`config.mk`:
```
export PLATFORM = sky130hd
export DESIGN_NAME = ps2_key_decoder
export DESIGN_NICKNAME = d
export VERILOG_FILES = /design/src/rtl/ps2_pkg.sv /design/src/rtl/key_event_fifo.sv /design/src/rtl/ps2_key_decoder.sv
export SDC_FILE = /design/constraint.sdc
export NUM_CORES = 1
export LEC_CHECK = 0
export ABC_AREA = 1
export ABC_CLOCK_PERIOD_IN_PS = 3500
export CORE_UTILIZATION = 23
export CTS_CLUSTER_SIZE = 10
export DETAILED_ROUTE_END_ITERATION = 12
export PLACE_DENSITY = 0.35
export SETUP_SLACK_MARGIN = 0.2
export SYNTH_ARGS = -nofsm -noshare
export SYNTH_HDL_FRONTEND = slang
export SYNTH_SLANG_ARGS = --single-unit
```
`constraint.sdc`:
```
create_clock -name clk -period 3.5 [get_ports clk]
set_clock_uncertainty 0.05 [all_clocks]
set_input_delay 1.05 -clock clk [delete_from_list [all_inputs] [get_ports clk]]
set_output_delay 1.05 -clock clk [all_outputs]
set_load 0.005 [all_outputs]
```
`src/rtl/ps2_pkg.sv`:
```
// Shared constants, FSM state type and event record for the PS/2 key decoder.
package ps2_pkg;

  // Prefix bytes that start multi-byte scan-code sequences
  localparam logic [7:0] PS2_E0 = 8'hE0;
  localparam logic [7:0] PS2_F0 = 8'hF0;
  localparam logic [7:0] PS2_E1 = 8'hE1;

  // Controller replies and error bytes that never represent a key
  localparam logic [7:0] PS2_BAT_OK  = 8'hAA;
  localparam logic [7:0] PS2_ACK     = 8'hFA;
  localparam logic [7:0] PS2_ECHO    = 8'hEE;
  localparam logic [7:0] PS2_RESEND  = 8'hFE;
  localparam logic [7:0] PS2_ERR_LO  = 8'h00;
  localparam logic [7:0] PS2_ERR_HI  = 8'hFF;

  // Modifier base codes; ctrl/alt share a code, E0 selects the right-hand key
  localparam logic [7:0] KEY_LSHIFT = 8'h12;
  localparam logic [7:0] KEY_RSHIFT = 8'h59;
  localparam logic [7:0] KEY_CTRL   = 8'h14;
  localparam logic [7:0] KEY_ALT    = 8'h11;

  // Bytes following E1 that belong to the Pause sequence
  localparam logic [2:0] PAUSE_SKIP_LEN = 3'd7;

  typedef enum logic [2:0] {
    ST_IDLE,
    ST_GOT_E0,
    ST_GOT_F0,
    ST_GOT_E0F0,
    ST_PAUSE_SKIP
  } dec_state_t;

  typedef struct packed {
    logic       ext;
    logic       rel;
    logic [7:0] code;
  } key_event_t;

  // True for bytes the keyboard sends that are not key codes
  function automatic logic is_reply(input logic [7:0] b);
    return (b == PS2_BAT_OK) || (b == PS2_ACK) || (b == PS2_ECHO) ||
           (b == PS2_RESEND) || (b == PS2_ERR_LO) || (b == PS2_ERR_HI);
  endfunction

  // Fake shifts the keyboard wraps around E0 keys; they carry no information
  function automatic logic is_fake_shift(input logic [7:0] b);
    return (b == KEY_LSHIFT) || (b == KEY_RSHIFT);
  endfunction

  // Modifier vector layout: {ralt,lalt,rctrl,lctrl,rshift,lshift}
  function automatic logic [5:0] apply_mods(input logic [5:0] cur, input key_event_t ev);
    logic [5:0] res;
    res = cur;
    if (!ev.ext) begin
      case (ev.code)
        KEY_LSHIFT: res[0] = !ev.rel;
        KEY_RSHIFT: res[1] = !ev.rel;
        KEY_CTRL:   res[2] = !ev.rel;
        KEY_ALT:    res[4] = !ev.rel;
        default:    res = cur;
      endcase
    end else begin
      case (ev.code)
        KEY_CTRL: res[3] = !ev.rel;
        KEY_ALT:  res[5] = !ev.rel;
        default:  res = cur;
      endcase
    end
    return res;
  endfunction

endpackage

```
`src/rtl/key_event_fifo.sv`:
```
// First-word-fall-through FIFO of decoded key events. A push while full is
// accepted only when a pop happens in the same cycle.
module key_event_fifo
  import ps2_pkg::*;
#(
  parameter int DEPTH = 4
) (
  input  logic       clk,
  input  logic       reset,
  input  logic       push,
  input  key_event_t wr_data,
  input  logic       pop,
  output key_event_t rd_data,
  output logic       full,
  output logic       empty
);

  localparam int AW = $clog2(DEPTH);
  localparam logic [AW:0] FULL_CNT = (AW + 1)'(DEPTH);

  key_event_t      mem [DEPTH];
  logic [AW-1:0]   wr_ptr;
  logic [AW-1:0]   rd_ptr;
  logic [AW:0]     count;
  logic            do_push;
  logic            do_pop;

  assign empty   = (count == '0);
  assign full    = (count == FULL_CNT);
  assign do_pop  = pop && !empty;
  assign do_push = push && (!full || do_pop);
  assign rd_data = mem[rd_ptr];

  // Storage write; contents need no reset because count gates visibility
  always_ff @(posedge clk) begin
    if (do_push) begin
      mem[wr_ptr] <= wr_data;
    end
  end

  // Pointer and occupancy bookkeeping; pointers wrap naturally at power-of-two depth
  always_ff @(posedge clk) begin
    if (reset) begin
      wr_ptr <= '0;
      rd_ptr <= '0;
      count  <= '0;
    end else begin
      if (do_push) wr_ptr <= wr_ptr + 1'b1;
      if (do_pop)  rd_ptr <= rd_ptr + 1'b1;
      case ({do_push, do_pop})
        2'b10:   count <= count + 1'b1;
        2'b01:   count <= count - 1'b1;
        default: count <= count;
      endcase
    end
  end

endmodule

```
`src/rtl/ps2_key_decoder.sv`:
```
// PS/2 set-2 scan-code decoder: strips E0/F0/E1 prefixes, drops controller
// replies, tracks modifier keys and queues key events for the consumer.
module ps2_key_decoder
  import ps2_pkg::*;
#(
  parameter int FIFO_DEPTH     = 4,
  parameter int TIMEOUT_CYCLES = 500000
) (
  input  logic       clk,
  input  logic       reset,
  input  logic [7:0] scan_code,
  input  logic       scan_valid,
  input  logic       ev_ready,
  output logic       ev_valid,
  output logic [7:0] ev_code,
  output logic       ev_ext,
  output logic       ev_rel,
  output logic [5:0] mods,
  output logic       overflow
);

  localparam int TW = $clog2(TIMEOUT_CYCLES + 1);
  localparam logic [TW-1:0] TO_LAST = TW'(TIMEOUT_CYCLES - 1);

  dec_state_t  state;
  dec_state_t  state_next;
  logic [2:0]  skip_cnt;
  logic [2:0]  skip_next;
  logic [TW-1:0] to_cnt;
  logic        timeout_hit;
  logic        commit;
  key_event_t  commit_ev;
  key_event_t  head;
  key_event_t  last_ev;
  key_event_t  shown;
  logic        fifo_full;
  logic        fifo_empty;
  logic        pop;

  assign ev_valid    = !fifo_empty;
  assign pop         = ev_ready && ev_valid;
  assign timeout_hit = (state != ST_IDLE) && (to_cnt == TO_LAST);

  // With the FIFO empty the outputs keep showing the most recently popped event
  assign shown    = ev_valid ? head : last_ev;
  assign ev_ext   = shown.ext;
  assign ev_rel   = shown.rel;
  assign ev_code  = shown.code;

  // Decoder state and Pause skip counter registers
  always_ff @(posedge clk) begin
    if (reset) begin
      state    <= ST_IDLE;
      skip_cnt <= '0;
    end else begin
      state    <= state_next;
      skip_cnt <= skip_next;
    end
  end

  // Prefix decoding: a received byte always wins over an expiring timeout
  always_comb begin
    state_next = state;
    skip_next  = skip_cnt;
    commit     = 1'b0;
    commit_ev  = '0;
    if (scan_valid) begin
      case (state)
        ST_IDLE: begin
          if (scan_code == PS2_E0) begin
            state_next = ST_GOT_E0;
          end else if (scan_code == PS2_F0) begin
            state_next = ST_GOT_F0;
          end else if (scan_code == PS2_E1) begin
            state_next = ST_PAUSE_SKIP;
            skip_next  = PAUSE_SKIP_LEN;
          end else if (!is_reply(scan_code)) begin
            commit         = 1'b1;
            commit_ev.code = scan_code;
          end
        end
        ST_GOT_E0: begin
          if (scan_code == PS2_F0) begin
            state_next = ST_GOT_E0F0;
          end else begin
            state_next = ST_IDLE;
            if (!is_fake_shift(scan_code)) begin
              commit         = 1'b1;
              commit_ev.ext  = 1'b1;
              commit_ev.code = scan_code;
            end
          end
        end
        ST_GOT_F0: begin
          state_next     = ST_IDLE;
          commit         = 1'b1;
          commit_ev.rel  = 1'b1;
          commit_ev.code = scan_code;
        end
        ST_GOT_E0F0: begin
          state_next = ST_IDLE;
          if (!is_fake_shift(scan_code)) begin
            commit         = 1'b1;
            commit_ev.ext  = 1'b1;
            commit_ev.rel  = 1'b1;
            commit_ev.code = scan_code;
          end
        end
        ST_PAUSE_SKIP: begin
          if (skip_cnt == 3'd1) begin
            state_next     = ST_IDLE;
            skip_next      = '0;
            commit         = 1'b1;
            commit_ev.code = PS2_E1;
          end else begin
            skip_next = skip_cnt - 1'b1;
          end
        end
        default: state_next = ST_IDLE;
      endcase
    end else if (timeout_hit) begin
      state_next = ST_IDLE;
    end
  end

  // Inter-byte watchdog: counts silent cycles while a prefix is pending
  always_ff @(posedge clk) begin
    if (reset || scan_valid || (state == ST_IDLE) || timeout_hit) begin
      to_cnt <= '0;
    end else begin
      to_cnt <= to_cnt + 1'b1;
    end
  end

  // Modifier tracking follows every committed event, queued or dropped
  always_ff @(posedge clk) begin
    if (reset) begin
      mods <= '0;
    end else if (commit) begin
      mods <= apply_mods(mods, commit_ev);
    end
  end

  // Sticky overflow when a commit finds the FIFO full with no pop to make room
  always_ff @(posedge clk) begin
    if (reset) begin
      overflow <= 1'b0;
    end else if (commit && fifo_full && !pop) begin
      overflow <= 1'b1;
    end
  end

  // Remember the event being popped so the outputs hold it once empty
  always_ff @(posedge clk) begin
    if (reset) begin
      last_ev <= '0;
    end else if (pop) begin
      last_ev <= head;
    end
  end

  key_event_fifo #(
    .DEPTH(FIFO_DEPTH)
  ) u_fifo (
    .clk     (clk),
    .reset   (reset),
    .push    (commit),
    .wr_data (commit_ev),
    .pop     (pop),
    .rd_data (head),
    .full    (fifo_full),
    .empty   (fifo_empty)
  );

endmodule

```
==> results.md <==
* Ports at 30
* Final setup fails at 0
* R2r endpoint: to_cnt[18]
* Mapped Area at 4460 sq um
* Top cell by count, worst path: buf_4
* Fin crit share at 0.911
* HPWL Detailed at 8580 um
* WHS Path Cells at 1
* Via Count at approximately 3.6k
* Mapped Nets at 570
* Top Family by Delay on Critical Path: buffers and inverters
* Post-synth EDFFs at 40
* Initial DRC Count at roughly 190
* Multi-input gate area at approximately 1900 sq um
* Hold buffer count at cts at 0
* Wire per inst at 13.1 um
* DRC viols at 0
* Syn Area/Cell at 8.10 sq um
* Post-synthesis register bit count at 91
* Leak pwr at 2.21 nW
* Total grt overflow at 0
* Clk root buf: clkbuf_16
* Fin crit period at 3.19 ns
* WS Path Type: reg -> out
* GRT Total Usage at 0.125
* Rows at 50
* Setup tns final at 0 ns
* Least-Margin Pin Slew at 0.478 ns
* Antenna-violating nets left at 0
* Register area at 2230 sq um
* Endpoint type of the worst setup path: primary output
* Crit path DAT at 2.09 ns
* Unrepaired setup endpoints after global routing: true
* Startpoint types: flop
* Fin. max-slew vios at 0
* WP depth at 8
* F_max at 0.314 GHz
* Status: finished clean
* Final wirelength at 11,300 um
* CP Max Fanout at 9
* Largest cells by area after synthesis: edfxtp_1, dfxtp_1, nand2_1
* Clock slew at reported path FFs at around 0.060 ns
* Core area at around 19,000 sq um
* Vias per cell at 4.16
* Antenna violations before repair at 0
* Starting Density at 0.237
* Cell taking the most area after synthesis: edfxtp_1
* Crit-path max cell delay at 0.53 ns
* # port buffers at 29
* Peak supply drop at 0.256 mV
* Htree depth at 3
* Sequential area share after synthesis at 0.499
* Total power at 3.15 mW
* CP Cell Sequence: clkinvlp_4 > buf_4 > buf_4 > nor2_1 > o22ai_1 > inv_1 > o21ai_0 > clkdlybuf4s50_1
* Vias in the first global route at 3,651
* DR pass1 iterations at 4
* Num CTS Buffers at 9
* Yosys cell types at 38
* Layout cell share with drive strength beyond 1 at 0.149
* CP bufs+invs at 5
* Synth Instances at 550
* FFs w/ async S/R, synth at 0
* Synth top area share at 0.270
* Die Span Y at 141 um
* Area delta synth->final at 24.9%
* Sink Count at 91
* RD Place Congestion at approximately 0.78
* Fillcell total at 2,009
* Hold WC Path Type: reg -> reg
* CP Data Required Time at 2.40 ns
* Die X at 141 um
* Slew headroom at 0.681
* Largest net degree at the start of global routing at 26
* Yosys warning count at 0
* Reg2Reg Depth at 12
* Hold Fails Final Rpt at 0
* First-pass GRT wire length at between 15,000 and 20,000 um
* Worst path slowest cell: clkdlybuf4s50_1
* Worst hold start: to_cnt[0]
* N_diodes at 0
* Max-cap viol count at 0
* Fin nets at 620
* Clk buf depth at 2
* Clock Latency Late Sink at 0.34 ns
* RR Startpoint: to_cnt[0]
* Hold EP: to_cnt[0]
* R2r setup slk at 1.29 ns
* Die ar. at between 15,000 and 20,000 sq um
* Cell area power density at 566 nW/um^2
* Main flop type after synthesis: dfxtp_1
* CTS tree: yes
cell usage after synthesis (all sizes together) (2+ instances only):
library cell  instances
nand2               101
nor2                 94
inv                  81
o21ai                52
dfxtp                51
edfxtp               40
a21oi                27
nand3                23
nor3                 15
clkbuf               11
o22ai                10
nand4                 9
ha                    7
a31oi                 5
xor2                  5
a211oi                3
nor3b                 3
buf                   2
o21bai                2
xnor2                 2
metrics by stage:
stage	cell area [sq um]	setup slack, ns	cells	hold WS (ns)	util
2_1_floorplan	4460	0.685	550	0.368	-
3_3_place_gp	5170	0.121	847	0.377	0.275
3_5_place_dp	5170	0.0468	847	0.403	0.275
4_1_cts	5540	0.205	865	0.419	0.294
5_1_grt	5570	0.147	865	0.442	0.296
6_report	5570	0.312	865	0.407	0.296
per-layer routing:
layer	vias up	GRT usage	part of all wire
met4	0	0.0280	0.0051
met5	-	0	0
met1	1648	0.151	0.47
met2	47	0.216	0.49
met3	7	0.0367	0.034
li1	1895	-	-
worst max-delay path by stage:
stage                 startpoint                to  slack [ns]
floorplan           scan_code[6]  u_fifo.mem[0][0]        0.69
global placement    scan_code[3]  u_fifo.mem[2][6]        0.12
detailed placement  scan_code[6]   u_fifo.count[2]        0.05
CTS                         flop        ev_code[6]        0.20
global route                flop        ev_code[6]        0.15
finish                      flop        ev_code[0]        0.31
cell families (layout without fill, tap and decap cells):
| family | Yosys count | in the layout | share of synthesized area |
|---|---|---|---|
| buffers and inverters | 95 | 150 | 0.0820 |
| and+or+nand+nor | 248 | 248 | 0.259 |
| xor gates and xnor gates | 7 | 7 | 0.0138 |
| AOI/OAI and AO/OA | 101 | 101 | 0.122 |
| DFF | 91 | 91 | 0.499 |
| adders and majority gates | 8 | 8 | 0.0241 |
what timing repair did:
item / in CTS / in global routing
setup endpoints to repair: 10 / 11
resized for setup: 8 / 11
buffers inserted: 2 / 0
pin swaps: 0 / 1
cell usage in the layout, fill, tap and decap left out, drive strengths merged, types with 7 or more instances in the layout:
cell	netlist	final
buf	2	23
dfxtp	51	51
nor3	15	15
a21oi	27	27
nor2	94	94
nand4	9	9
clkbuf	11	11
o22ai	10	10
nand2	101	101
o21ai	52	52
ha	7	7
edfxtp	40	40
inv	81	81
clkdlybuf4s50	0	26
nand3	23	23
registers in the layout, indices dropped and copies added (netlist names), named ones only:
| name | flops |
|---|---|
| state | 3 |
| u_fifo.wr_ptr | 2 |
| overflow | 1 |
| u_fifo.count | 3 |
| skip_cnt | 3 |
| to_cnt | 19 |
| mods | 6 |
| u_fifo.rd_ptr | 2 |
| u_fifo.mem | 40 |
| last_ev | 10 |
layout make-up:
cell class | count | area share
timing repair buffer | 52 | 0.0845
clock inverter | 5 | 0.0196
inverter | 82 | 0.0564
tap | 260 | 0.0585
multi-input combinational | 364 | 0.339
sequential | 91 | 0.400
clock buffer | 11 | 0.0418
where the power goes:
| group | switching (mW) | internal [mW] |
|---|---|---|
| Combinational | 0.429 | 0.335 |
| Sequential | 0.0561 | 1.21 |
| Clock | 0.417 | 0.704 |
| Total | 0.902 | 2.25 |
(Power assumes the default switching activity.)
